<file path="src/rtl/mips_fetch_unit_pkg.sv">
// rtl/mips_fetch_unit_pkg.sv - shared core constants and fetch state type
// Contents:
//   INSTR_W                - instruction word width
//   DEFAULT_RESET_VECTOR   - first fetch address after reset
//   DEFAULT_HALT_ADDR      - redirect target that ends execution
//   fetch_state_e          - fetch unit run state
package mips_fetch_unit_pkg;

  localparam int unsigned INSTR_W              = 32;
  localparam logic [31:0] DEFAULT_RESET_VECTOR = 32'hBFC0_0000;
  localparam logic [31:0] DEFAULT_HALT_ADDR    = 32'h0000_0000;

  typedef enum logic [1:0] {
    ST_RUN     = 2'd0,
    ST_HALTING = 2'd1,
    ST_HALTED  = 2'd2
  } fetch_state_e;

endpackage

</file>
<file path="src/rtl/mips_fetch_unit.sv">
// rtl/mips_fetch_unit.sv - MIPS instruction fetch stage with halt and fault handling
// Ports:
//   clk             in   clock, all state on rising edge
//   reset           in   synchronous active-low reset
//   stall           in   downstream hold, freezes all fetch state
//   redirect_valid  in   control transfer request from decode
//   redirect_target in   byte address of the transfer target
//   instr_address   out  address to instruction RAM (the PC)
//   instr_readdata  in   instruction word for instr_address
//   if_valid        out  if_instr/if_pc hold a live instruction
//   if_pc           out  byte address of if_instr
//   if_instr        out  registered instruction word
//   active          out  core running
//   fetch_fault     out  sticky misaligned-redirect flag
module mips_fetch_unit
  import mips_fetch_unit_pkg::*;
#(
  parameter logic [31:0] RESET_VECTOR = DEFAULT_RESET_VECTOR,
  parameter logic [31:0] HALT_ADDR    = DEFAULT_HALT_ADDR
) (
  input  logic               clk,
  input  logic               reset,
  input  logic               stall,
  input  logic               redirect_valid,
  input  logic [31:0]        redirect_target,
  output logic [31:0]        instr_address,
  input  logic [INSTR_W-1:0] instr_readdata,
  output logic               if_valid,
  output logic [31:0]        if_pc,
  output logic [INSTR_W-1:0] if_instr,
  output logic               active,
  output logic               fetch_fault
);

  fetch_state_e       r_state;
  logic [31:0]        r_pc;
  logic               r_if_valid;
  logic [31:0]        r_if_pc;
  logic [INSTR_W-1:0] r_if_instr;
  logic               r_fault;

  logic w_misaligned;
  logic w_halt_hit;

  assign w_misaligned = (redirect_target[1:0] != 2'b00);
  assign w_halt_hit   = (redirect_target == HALT_ADDR);

  always_ff @(posedge clk) begin
    if (!reset) begin
      r_state    <= ST_RUN;
      r_pc       <= RESET_VECTOR;
      r_if_valid <= 1'b0;
      r_if_pc    <= 32'd0;
      r_if_instr <= '0;
      r_fault    <= 1'b0;
    end else begin
      case (r_state)
        ST_RUN: begin
          if (!stall) begin
            // A misaligned target aborts before the delay slot is captured
            // and wins over the halt-address check.
            if (redirect_valid && w_misaligned) begin
              r_fault    <= 1'b1;
              r_if_valid <= 1'b0;
              r_state    <= ST_HALTED;
            end else begin
              r_if_instr <= instr_readdata;
              r_if_pc    <= r_pc;
              r_if_valid <= 1'b1;
              if (redirect_valid) begin
                r_pc <= redirect_target;
                if (w_halt_hit) begin
                  r_state <= ST_HALTING;
                end
              end else begin
                r_pc <= r_pc + 32'd4;
              end
            end
          end
        end
        ST_HALTING: begin
          // Delay slot already delivered; retire it and stop.
          if (!stall) begin
            r_if_valid <= 1'b0;
            r_state    <= ST_HALTED;
          end
        end
        ST_HALTED: begin
        end
        default: begin
          r_state <= ST_HALTED;
        end
      endcase
    end
  end

  assign instr_address = r_pc;
  assign if_valid      = r_if_valid;
  assign if_pc         = r_if_pc;
  assign if_instr      = r_if_instr;
  assign active        = (r_state != ST_HALTED);
  assign fetch_fault   = r_fault;

endmodule

</file>
<file path="config.mk">
export PLATFORM = sky130hd
export DESIGN_NAME = mips_fetch_unit
export DESIGN_NICKNAME = d
export VERILOG_FILES = /design/src/rtl/mips_fetch_unit_pkg.sv /design/src/rtl/mips_fetch_unit.sv
export SDC_FILE = /design/constraint.sdc
export NUM_CORES = 1
export LEC_CHECK = 0
export ABC_CLOCK_PERIOD_IN_PS = 3900
export CAP_MARGIN = 20
export CORE_ASPECT_RATIO = 0.5
export CORE_UTILIZATION = 48
export DETAILED_ROUTE_END_ITERATION = 7
export GPL_ROUTABILITY_DRIVEN = 1
export PLACE_DENSITY_LB_ADDON = 0.25
export SETUP_SLACK_MARGIN = 0.05
export SYNTH_ARGS = -nofsm -noshare
export SYNTH_HDL_FRONTEND = slang
export SYNTH_SLANG_ARGS = --single-unit
</file>
<file path="constraint.sdc">
create_clock -name clk -period 3.9 [get_ports clk]
set_input_delay 1.17 -clock clk [delete_from_list [all_inputs] [get_ports clk]]
set_output_delay 1.17 -clock clk [all_outputs]
set_load 0.02 [all_outputs]
</file>
After elaboration in Yosys (flattened, before gate mapping)

Index checks and enable logic that the tools add are counted.
Widths: inputs -> output; s select.

Flip-flop bits (word level): 100
Input port bits: 68
Output and inout port bits: 99
Logic and storage cells: 37

Add/sub/neg operators: 1
Equality and inequality tests: 7
Muxes and demuxes: 11
Bitwise operators: 3
Reductions and logical operators: 9

Operator list:

| kind                  | count |
|---|---|
| $add 32x3->32 const B | 1 |
| $logic_not 32->1      | 1 |
| $mux 32               | 1 |
| $mux 2                | 5 |
| $reduce_and 3->1      | 3 |
| $ne 2x2->1 const B    | 3 |
| $ne 3x3->1 const B    | 2 |
| $pmux 2 s3            | 1 |
| $reduce_and 5->1      | 1 |
| $reduce_bool 2->1     | 2 |
| $mux 1                | 3 |
| $not 1->1             | 3 |
| $eq 2x1->1 const B    | 1 |
| $eq 2x2->1 const B    | 1 |
| $logic_not 2->1       | 1 |
| $pmux 1 s2            | 1 |
| $logic_and 1x1->1     | 1 |

Logic depth before layout (Yosys ltp)

Depth in word-level cells: 6
Gate-level depth with buffers: 7
Gate-level depth less buffers: 6

Worst setup path before layout

OpenSTA, ideal clock, no wires.

Kind: input to register
From: in redirect_target[12]
To: reg r_state[0]
Setup time: 0.086 ns
Arrival: 2.490 ns
Setup slack: 1.324 ns
Stages: 5
Cells stage by stage: or4_1 -> nor4_2 -> nand4b_1 -> or3_1 -> a221oi_2

Word-level cells in the longest chain between the ends: 3

Ends and longest elaborated chain:

| item                              | line                  | RTL |
|---|---|---|
| start, declared                   | mips_fetch_unit.sv:25 | `input logic [31:0] redirect_target,` |
| $logic_not 32->1                  | mips_fetch_unit.sv:46 | `assign w_halt_hit = (redirect_target == HALT_ADDR);` |
| $ne 3x3->1 (no source line)       | n/a                   |  |
| $reduce_and 5->1 (no source line) | n/a                   |  |
| end signal, assigned              | mips_fetch_unit.sv:50 | `r_state <= ST_RUN;` |
| end signal, assigned              | mips_fetch_unit.sv:65 | `r_state <= ST_HALTED;` |
| end signal, assigned              | mips_fetch_unit.sv:73 | `r_state <= ST_HALTING;` |
| end, declared                     | mips_fetch_unit.sv:35 | `fetch_state_e r_state;` |

No other way between the ends.
A chain may end at the register's enable or synchronous reset.

Worst setup path in the final report

From: in stall
To: reg r_pc[19] (netlist: instr_address[19])

Word-level cells in the longest chain between the ends: 2

Ends and longest elaborated chain:

| item                              | line                  | RTL |
|---|---|---|
| start, declared                   | mips_fetch_unit.sv:23 | `input logic stall,` |
| $not 1->1 (no source line)        | n/a                   |  |
| $reduce_and 3->1 (no source line) | n/a                   |  |
| end signal, assigned              | mips_fetch_unit.sv:71 | `r_pc <= redirect_target;` |
| end signal, assigned              | mips_fetch_unit.sv:76 | `r_pc <= r_pc + 32'd4;` |
| end, declared                     | mips_fetch_unit.sv:36 | `logic [31:0] r_pc;` |

No other way between the ends.

==> impl_metrics.csv <==
group,metric,value,unit
place,place_congestion,0.853,
cells_and_area,drive_gt1_share,5.70,%
global_routing,track_usage,27.8,%
sta,worst_pin_slew,0.978,ns
global_routing,grt_max_degree,46,
global_routing,grt_antenna_before_repair,0,
synth,synth-seq-area-share,45.2,%
cells_and_area,final-seq-area,2000,um^2
drt,wire_per_inst,15.8,um
floorplanning,initial_core_util,50.2,%
sta,finalSetupViolCount,0,
setup_path,end_kind,"register",
setup_path,cp.arrival,3.24,ns
drt,viasPerCell,5.65,
clock_tree,cts_tree,"yes",
clock_tree,cts_buffer_depth,2,
synth,synthesis.area,4430,um^2
synth,yosys_warnings,0,
sta,finalHoldViolCount,0,
synth,ys_async_sr_fraction,0,%
drt,wirelength,13200,um
cells_and_area,final_cells,836,
place,dp.cells,820,
synth,synthFlopType,"dfxtp_1",
place,io_buffers,166,
place,preCtsSetupSlack,0.544,ns
sta,tns,0,ns
sta,worst_slack,0.876,ns
setup_path,cp.required,4.12,ns
synth,syn_area_per_cell,7.75,um^2
synth,synth_nets,640,
clock_tree,clkSlewWorstSetupHoldPaths,0.07,ns
setup_path,path_class,"primary input to register",
cells_and_area,multi_input_area,2220,um^2
floorplanning,die_h,69.9,um
global_routing,grt_pass1_wl,21200,um
sta,fin_hold_ws,0.453,ns
power_and_ir_drop,power.leakage,0.00223,uW
outcome,status,"finished, final reports clean",
floorplanning,rows,24,
sta,min_period,3.02,ns
sta,fmax,331,MHz
floorplanning,pin_count,167,
synth,synth-edff-count,0,
cells_and_area,area_growth_syn_to_layout,45.0,%
worst_hold_path,min-delay-path-class,"register to register",
clock_tree,ctsHoldBuffers,0,
clock_tree,h-tree-depth,3,
setup_path,startpoint_type,"primary input",
sta,rsz0062_at_grt,"no",
drt,ant_nets,0,
power_and_ir_drop,power_density,377,nW/um^2
power_and_ir_drop,vdd_drop_max,242,uV
clock_tree,cts_resized,0,
drt,dr.pass1.iters,5,
synth,synth_cells,571,
job,drv_cap,0,
clock_tree,cts_root_buf,"clkbuf_16",
setup_path,crit_fanout,16,
drt,drtIter0Drc,463,
drt,drc,0,
synth,synth.ff_latch_count,100,
clock_tree,cts.sinks,100,
sta,fin_skew,0.00460,ns
floorplanning,fp.dieW,138,um
sta,post-route-period-util,77.5,%
floorplanning,coreArea,8830,um^2
sta,worst_slew_margin_rel,34.3,%
cells_and_area,fillers,709,
clock_tree,clk_latency,0.34,ns
floorplanning,die_area,9640,um^2
place,dp_hpwl,9180,um
drt,vias,4725,
clock_tree,post_cts_buffers,0,
global_routing,grt_pass1_vias,4396,
clock_tree,numCtsBuffers,9,
sta,slew_viol_final,0,
cells_and_area,n_antenna_cell,0,
global_routing,grt_overflow_total,0,
synth,yosys.cell_types.count,49,
cells_and_area,nets,783,
==> where the power goes <==
part | total, uW | internal (uW) | switching, uW
combinational | 406 | 190 | 216
sequential | 1110 | 1070 | 44.1
clock | 901 | 501 | 400
==> metrics by stage <==
step	utilization (%)	cell area [um^2]	total power, uW
floorplan	-	4430	1330
global placement	69.3	6120	1530
detailed placement	69.3	6120	1540
CTS	72.7	6420	2430
global route	72.7	6420	2510
finish	72.7	6420	2420
==> synthesized netlist by cell type (4+ instances only) <==
master    count  area, um^2
nor2_1       22        82.6
inv_1         7        26.3
dfxtp_1     100        2000
nor3_1       13        65.1
o211ai_1      7        52.6
o21ai_0      22         110
a21oi_1      83         415
a31oi_1       6        37.5
buf_2        21         105
and3_1        5        31.3
nand3_1      16        80.1
nand4_1      12        75.1
or3_1         6        37.5
nand2_1     157         589
a211oi_1      7        52.6
mux2i_1       6        60.1
nor4_1       10        62.6
clkbuf_1     19        71.3
a221oi_1      4        35.0
==> registers in the layout, summed over array words and instances (netlist names) <==
signal	flops
fetch_fault	1
if_instr	32
if_pc	32
if_valid	1
instr_address	32
r_state	2
==> layout make-up <==
class                      count  area share, %
clock buffer                   9           3.51
sequential                   100           31.2
timing repair buffer         175           26.9
inverter                       7          0.409
tap                          117           2.28
multi-input combinational    421           34.5
clock inverter                 7           1.17
==> metal layers <==
layer  part of all wire [%]  track usage [%]  vias to the layer above
met5                      0                0                        -
met4                    1.5             6.64                        0
met3                     11             10.7                       26
met2                     44             44.2                      226
met1                     43             35.4                     2168
li1                       -                -                     2305
==> cells by family (layout without fill, tap and decap cells) <==
logic type               after synthesis  after routing  synth area share [%]
AO/OA/AOI/OAI                        149            149                  20.1
AND/OR/NAND/NOR                      265            265                  28.2
adder cells (fa/ha/maj)                1              1                 0.283
buffers and inverters                 50            198                  4.83
multiplexers                           6              6                  1.36
flip-flops                           100            100                  45.2
==> worst max-delay path, stage by stage <==
cell and delay [ns]:
clkdlybuf4s50_1 0.48, nor3_2 0.50, nand2_1 0.53, o21ai_0 0.44
nor3_1 0.12
==> path summary, 6_finish.rpt <==
kind                                        start           endpoint  slack [ns]  cells past startpoint
worst max register to register  instr_address[15]  instr_address[30]        1.46                      5
worst max-delay path                        stall  instr_address[19]        0.88                      5
worst min-delay path                 if_instr[16]       if_instr[16]        0.45                      2
worst min register to register       if_instr[16]       if_instr[16]        0.45                      2
==> cell usage in the layout, fill, tap and decap left out, types with 2 or more instances in the layout <==
cell	count
or4_1	2
o31ai_1	2
a211oi_1	7
inv_6	2
inv_1	6
nor2_1	22
and4_1	3
nor4_2	2
o2111ai_1	3
and2_1	2
buf_4	9
nand4_2	2
nand4_1	12
o211ai_1	7
nand2_1	156
nand3_1	16
dfxtp_1	100
o21ai_0	22
o41ai_2	2
o22ai_1	3
nor3_2	2
nand2b_1	3
mux2i_1	6
a21oi_1	83
clkinvlp_4	3
nor3_1	13
a221oi_1	4
nor4_1	10
or3_1	6
and3_1	5
clkbuf_16	9
clkdlybuf4s50_1	166
a31oi_1	6
No activity file was read; power rests on OpenSTA's default activity.
